--- src/rtl/cle_sram_arbiter.sv ---
`default_nettype none
// ============================================================================
// Module   : cle_sram_arbiter
// Purpose  : Shares the single-port label SRAM between the CLE labeling/merge
//            core (requester 0) and the result-dump/clear engine (requester 1).
//            Per-cycle round-robin arbitration, with a lock that lets one
//            requester keep the port for atomic read-modify-write merges.
//            A lock held too long is forcibly released after MAX_LOCK cycles.
// Ports    : clk_i, reset_i            clock, async active-high reset
//            rK_req_i/wen_i/a_i/d_i    requester K access (wen active-low)
//            rK_lock_i                 requester K keeps ownership next cycle
//            rK_gnt_o                  access accepted this cycle (comb.)
//            rK_rvalid_o, rK_q_o       read data, one cycle after the grant
//            sram_q_i                  SRAM read data
//            sram_a_o/d_o/wen_o        SRAM address / data / write enable
//            lock_abort_o              pulse when a lock is forcibly released
// Revision : 1.0  initial release
// ============================================================================
module cle_sram_arbiter #(
    parameter int AW       = 10,
    parameter int DW       = 8,
    parameter int MAX_LOCK = 16
) (
    input  logic          clk_i,
    input  logic          reset_i,
    // requester 0
    input  logic          r0_req_i,
    input  logic          r0_wen_i,
    input  logic [AW-1:0] r0_a_i,
    input  logic [DW-1:0] r0_d_i,
    input  logic          r0_lock_i,
    output logic          r0_gnt_o,
    output logic          r0_rvalid_o,
    output logic [DW-1:0] r0_q_o,
    // requester 1
    input  logic          r1_req_i,
    input  logic          r1_wen_i,
    input  logic [AW-1:0] r1_a_i,
    input  logic [DW-1:0] r1_d_i,
    input  logic          r1_lock_i,
    output logic          r1_gnt_o,
    output logic          r1_rvalid_o,
    output logic [DW-1:0] r1_q_o,
    // SRAM side
    input  logic [DW-1:0] sram_q_i,
    output logic [AW-1:0] sram_a_o,
    output logic [DW-1:0] sram_d_o,
    output logic          sram_wen_o,
    output logic          lock_abort_o
);

    localparam logic [7:0] MAX_LOCK_C = 8'(MAX_LOCK);

    typedef enum logic [1:0] {
        OWN_NONE = 2'd0,
        OWN_R0   = 2'd1,
        OWN_R1   = 2'd2
    } owner_t;

    owner_t     owner_q,      owner_d;
    logic       rr_ptr_q,     rr_ptr_d;     // 0: R0 wins next tie, 1: R1
    logic [7:0] lock_cnt_q,   lock_cnt_d;
    logic [1:0] rd_pend_q,    rd_pend_d;
    logic       lock_abort_q, lock_abort_d;

    logic gnt0;
    logic gnt1;
    logic own_lock;   // lock request of the current owner

    // ------------------------------------------------------------------
    // Grant: the lock owner is the only candidate; otherwise round-robin.
    // Nothing is granted while reset is asserted.
    // ------------------------------------------------------------------
    always_comb begin
        gnt0 = 1'b0;
        gnt1 = 1'b0;
        if (!reset_i) begin
            case (owner_q)
                OWN_R0:  gnt0 = r0_req_i;
                OWN_R1:  gnt1 = r1_req_i;
                default: begin
                    if (r0_req_i && r1_req_i) begin
                        gnt0 = ~rr_ptr_q;
                        gnt1 =  rr_ptr_q;
                    end else begin
                        gnt0 = r0_req_i;
                        gnt1 = r1_req_i;
                    end
                end
            endcase
        end
    end

    // SRAM pin mux; the idle cycle is a discarded read of address 0.
    always_comb begin
        sram_a_o   = '0;
        sram_d_o   = '0;
        sram_wen_o = 1'b1;
        if (gnt1) begin
            sram_a_o   = r1_a_i;
            sram_d_o   = r1_d_i;
            sram_wen_o = r1_wen_i;
        end else if (gnt0) begin
            sram_a_o   = r0_a_i;
            sram_d_o   = r0_d_i;
            sram_wen_o = r0_wen_i;
        end
    end

    // ------------------------------------------------------------------
    // Next-state: round-robin pointer, lock ownership, read tracking
    // ------------------------------------------------------------------
    always_comb begin
        owner_d      = owner_q;
        rr_ptr_d     = rr_ptr_q;
        lock_cnt_d   = lock_cnt_q;
        lock_abort_d = 1'b0;
        rd_pend_d    = {gnt1 & r1_wen_i, gnt0 & r0_wen_i};
        own_lock     = (owner_q == OWN_R0) ? r0_lock_i : r1_lock_i;

        case (owner_q)
            OWN_NONE: begin
                if (gnt0) begin
                    rr_ptr_d = 1'b1;
                    if (r0_lock_i) begin
                        owner_d    = OWN_R0;
                        lock_cnt_d = 8'd1;
                    end
                end else if (gnt1) begin
                    rr_ptr_d = 1'b0;
                    if (r1_lock_i) begin
                        owner_d    = OWN_R1;
                        lock_cnt_d = 8'd1;
                    end
                end
            end
            OWN_R0, OWN_R1: begin
                // The counter advances every locked cycle, requesting or not.
                if (!own_lock || (lock_cnt_q >= MAX_LOCK_C)) begin
                    owner_d      = OWN_NONE;
                    lock_cnt_d   = 8'd0;
                    rr_ptr_d     = (owner_q == OWN_R0);
                    lock_abort_d = own_lock;
                end else begin
                    lock_cnt_d = lock_cnt_q + 8'd1;
                end
            end
            default: begin
                owner_d    = OWN_NONE;
                lock_cnt_d = 8'd0;
            end
        endcase
    end

    always_ff @(posedge clk_i or posedge reset_i) begin
        if (reset_i) begin
            owner_q      <= OWN_NONE;
            rr_ptr_q     <= 1'b0;
            lock_cnt_q   <= 8'd0;
            rd_pend_q    <= 2'b00;
            lock_abort_q <= 1'b0;
        end else begin
            owner_q      <= owner_d;
            rr_ptr_q     <= rr_ptr_d;
            lock_cnt_q   <= lock_cnt_d;
            rd_pend_q    <= rd_pend_d;
            lock_abort_q <= lock_abort_d;
        end
    end

    assign r0_gnt_o     = gnt0;
    assign r1_gnt_o     = gnt1;
    assign r0_rvalid_o  = rd_pend_q[0];
    assign r1_rvalid_o  = rd_pend_q[1];
    assign r0_q_o       = sram_q_i;
    assign r1_q_o       = sram_q_i;
    assign lock_abort_o = lock_abort_q;

endmodule
`default_nettype wire

--- config.mk ---
export PLATFORM = sky130hd
export DESIGN_NAME = cle_sram_arbiter
export DESIGN_NICKNAME = d
export VERILOG_FILES = /design/src/rtl/cle_sram_arbiter.sv
export SDC_FILE = /design/constraint.sdc
export NUM_CORES = 1
export LEC_CHECK = 0
export CAP_MARGIN = 5
export CORE_ASPECT_RATIO = 1.75
export CORE_MARGIN = 2
export CORE_UTILIZATION = 32
export DETAILED_ROUTE_END_ITERATION = 8
export PLACE_DENSITY = 0.82
export SYNTH_ARGS = -nofsm -noshare
export SYNTH_HDL_FRONTEND = slang
export SYNTH_SLANG_ARGS = --single-unit
export TNS_END_PERCENT = 10
--- constraint.sdc ---
create_clock -name clk_i -period 2.8 [get_ports clk_i]
set_input_delay 0.56 -clock clk_i [delete_from_list [all_inputs] [get_ports clk_i]]
set_output_delay 0.56 -clock clk_i [all_outputs]
set_load 0.02 [all_outputs]
==> metrics.md <==
| Metric | Value |
|---|---|
| GRT Overall Usage | `0.1683` |
| Leakage | `0.8618 nW` |
| GP Congestion | `0.7887` |
| # clock sinks | `14` |
| Hold Vio Cnt, Final | `0` |
| Synth Area in Compound Gates | `0.2483` |
| CTS Hold Buffers Added | `0` |
| Combinational family with the most area after synthesis | `compound AO/OA/AOI/OAI gates` |
| Chip Height | `81.51 um` |
| Root buffer cell | `clkbuf_8` |
| Post-synthesis mux area share | `0.01025` |
| Maximum vdd drop | `474.8 uV` |
| WHS | `between 400 and 500 ps` |
| Most common flop cell mapped by yosys | `dfrtp_1` |
| DR DRC count | `0` |
| Total Power | `about 1.4 mW` |
| Syn Nets | `181` |
| Worst slew margin | `0.6455` |
| Clock Skews | `just over 5 ps` |
| Synth Instances | `123` |
| XOR/XNOR Fraction of Synth Area | `0` |
| Number of CTS-inserted buffers | `3` |
| Synthesized flop and latch total | `14` |
| Final Max Slew Viols | `0` |
| EDFF count, synth | `0` |
| Total congestion overflow | `0` |
| Largest net degree at the start of global routing | `25` |
| Critical path launch point type | `primary input` |
| Yosys cell types | `30` |
| Worst-path clk slew | `~60 ps` |
| Synth warn | `0` |
| Simple-Gate Fraction of Synth Area | `0.1959` |
| Final core area utilization | `0.5496` |
| Initial antenna violation count | `0` |
| Die Wd | `48.29 um` |
| Max_cap viols | `0` |
| Clk buf depth | `2` |
| PortBufs | `67` |
| Final Non-Filler Cells | `233` |
| Final period util | `0.9917` |
| Post-layout minimum cycle time | `2777 ps` |
| Power share of the clock group | `0.140` |
| Status | `finished, final reports clean` |
| Share of layout cells above drive strength 1 | `0.2340` |
| DR vias | `1155` |
| Ports | `92` |
| CP arrival | `2220 ps` |
| Cell Area, Synth | `between 1000 and 1500 um2` |
| Critical path capture point type | `primary output` |
| FFs w/ async S/R, synth | `1.000` |
| Combinational power share | `0.676` |
| Final setup viols | `0` |
| Crit-path max FO | `19` |
| Post-detail-place hpwl | `2.481 mm` |
| Commonest non-fill, non-tap cell in the layout | `clkdlybuf4s50_1` |
| Avg Cell Area, Syn | `8.931 um2` |
| R2R Setup Slk | `490 ps` |
| RSZ-0062 raised after global routing | `true` |
| Core box area | `about 3300 um2` |
| Final WL | `between 3 and 4 mm` |
| Critical path class | `primary input to primary output` |
| Worst-Skew Late Latency | `~250 ps` |
| Worst-margin pin slew | `531.1 ps` |
| Critical path required time | `2240 ps` |
| CTS tree | `yes` |
| Initial Util | `0.3301` |
| Sw Pwr | `about 0.6 mW` |
| Post-synthesis sequential area ratio | `0.3189` |
| Vias/cell | `4.957` |
| Fmax | `between 0.3 and 0.4 GHz` |
| # placed instances | `227` |
| Hold WC Path Type | `flop to flop` |
| Post-Synth Adder-Cell Area | `0.06834` |
| Diodes inserted | `0` |
| P&R area growth vs syn | `66.51%` |
| Power Density | `785.7 nW/um2` |
| Vias in the first global route | `1223` |
| Sw Ratio | `0.4176` |
| Nets@finish | `247` |
| Sequential Power Share | `0.184` |
| Rows | `28` |
| Iter 0 DRT Violations | `23` |
| Setup TNS | `0 ps` |
| Die area | `3936 um2` |
| WL per Instance | `13.16 um` |
| Commonest non-fill, non-tap cells in the layout | `clkdlybuf4s50_1 (46), a22o_1 (18), dfrtp_1 (14), buf_2 (14), buf_4 (13)` |
| Routed Antenna Nets | `0` |
| Router iterations before antenna repair | `4` |
| Int Power | `0.8370 mW` |
| Global-route wire length before repair | `4.830 mm` |
| H-tree depth | `1` |
## final timing paths
check,startpoint,end,depth (start not counted)
max,r0_req_i,sram_a_o[3],9
max reg2reg,owner_q[0]$_DFFE_PP0P_,lock_cnt_q[3]$_DFFE_PP0P_,10
min reg2reg,lock_cnt_q[7]$_DFFE_PP0P_,lock_cnt_q[7]$_DFFE_PP0P_,1
min,lock_cnt_q[7]$_DFFE_PP0P_,lock_cnt_q[7]$_DFFE_PP0P_,1
max in group asynchronous,reset_i,lock_cnt_q[5]$_DFFE_PP0P_,2
min in group asynchronous,reset_i,lock_cnt_q[1]$_DFFE_PP0P_,2
## layout make-up
cell class | instances | area, um2
clock buffer | 4 | 55.05
timing repair buffer | 82 | 755.7
sequential | 14 | 350.3
fill | 310 | 1499
tap | 45 | 56.30
multi-input combinational | 80 | 581.8
inverter | 8 | 30.03
## power by group through the flow
stage                     Combinational, mW  Sequential [mW]  Clock (mW)
after floorplan                       0.592            0.269           0
after global placement                0.976            0.267           0
after detailed placement              0.993            0.268           0
after CTS                             0.970            0.264       0.201
after global routing                   1.06            0.270       0.212
final                                 0.971            0.265       0.201
## sequential cells by signal (all words and copies together), names as in the netlist
name	count
lock_cnt_q	8
owner_q	2
rd_pend_q	2
lock_abort_o	1
rr_ptr_q	1
## routing by layer
metal | global-route usage | part of all wire
met1 | 0.1694 | 0.33
met5 | 0 | 0
met3 | 0.02637 | 0.064
met2 | 0.2947 | 0.58
met4 | 0.1081 | 0.031
## metrics by stage
step | setup WS, ps | area (um2)
after floorplan | 168.3 | 1099
after global placement | -342.7 | 1804
after detailed placement | -349.9 | 1804
after CTS | -33.69 | 1879
after global routing | -36.58 | 1829
final | 23.22 | 1829
## cell families (layout without fill, tap and decap cells)
kind of cell / Yosys count / after routing
multiplexers: 1 / 1
flip-flops: 14 / 14
adder cells (fa/ha/maj): 6 / 6
AND/OR/NAND/NOR: 36 / 36
buffers and inverters: 29 / 94
AO/OA/AOI/OAI: 37 / 37
## worst max-delay path: stages
cell             delay (ps)
clkdlybuf4s50_1         410
nor3b_2                 150
buf_4                   130
nor4b_4                 230
buf_4                   190
nor2_2                   50
buf_12                  150
a22o_1                  180
buf_2                   160
## cell usage after synthesis (2+ instances only)
cell type / number / area share
o31ai_1: 3 / 0.020
a22o_1: 18 / 0.14
dfrtp_1: 14 / 0.32
nor3_1: 2 / 0.0091
nand3_1: 5 / 0.023
clkbuf_1: 3 / 0.010
buf_4: 17 / 0.12
a21oi_1: 5 / 0.023
nor2b_1: 2 / 0.011
nand2b_1: 2 / 0.011
ha_1: 6 / 0.068
and2_1: 4 / 0.023
o22ai_1: 2 / 0.011
nor2_1: 3 / 0.010
o21ai_0: 6 / 0.027
nor3b_1: 2 / 0.014
inv_1: 8 / 0.027
nand2_1: 9 / 0.031
## timing repair
action | CTS | global route
cloned | 0 | 1
endpoints found under the hold margin | 0 | 0
endpoints found under the setup margin | 21 | 19
setup buffers | 0 | 1
resized for setup | 58 | 31
pin swaps | 1 | 1
Note: power is estimated with default switching activity, not from simulation.
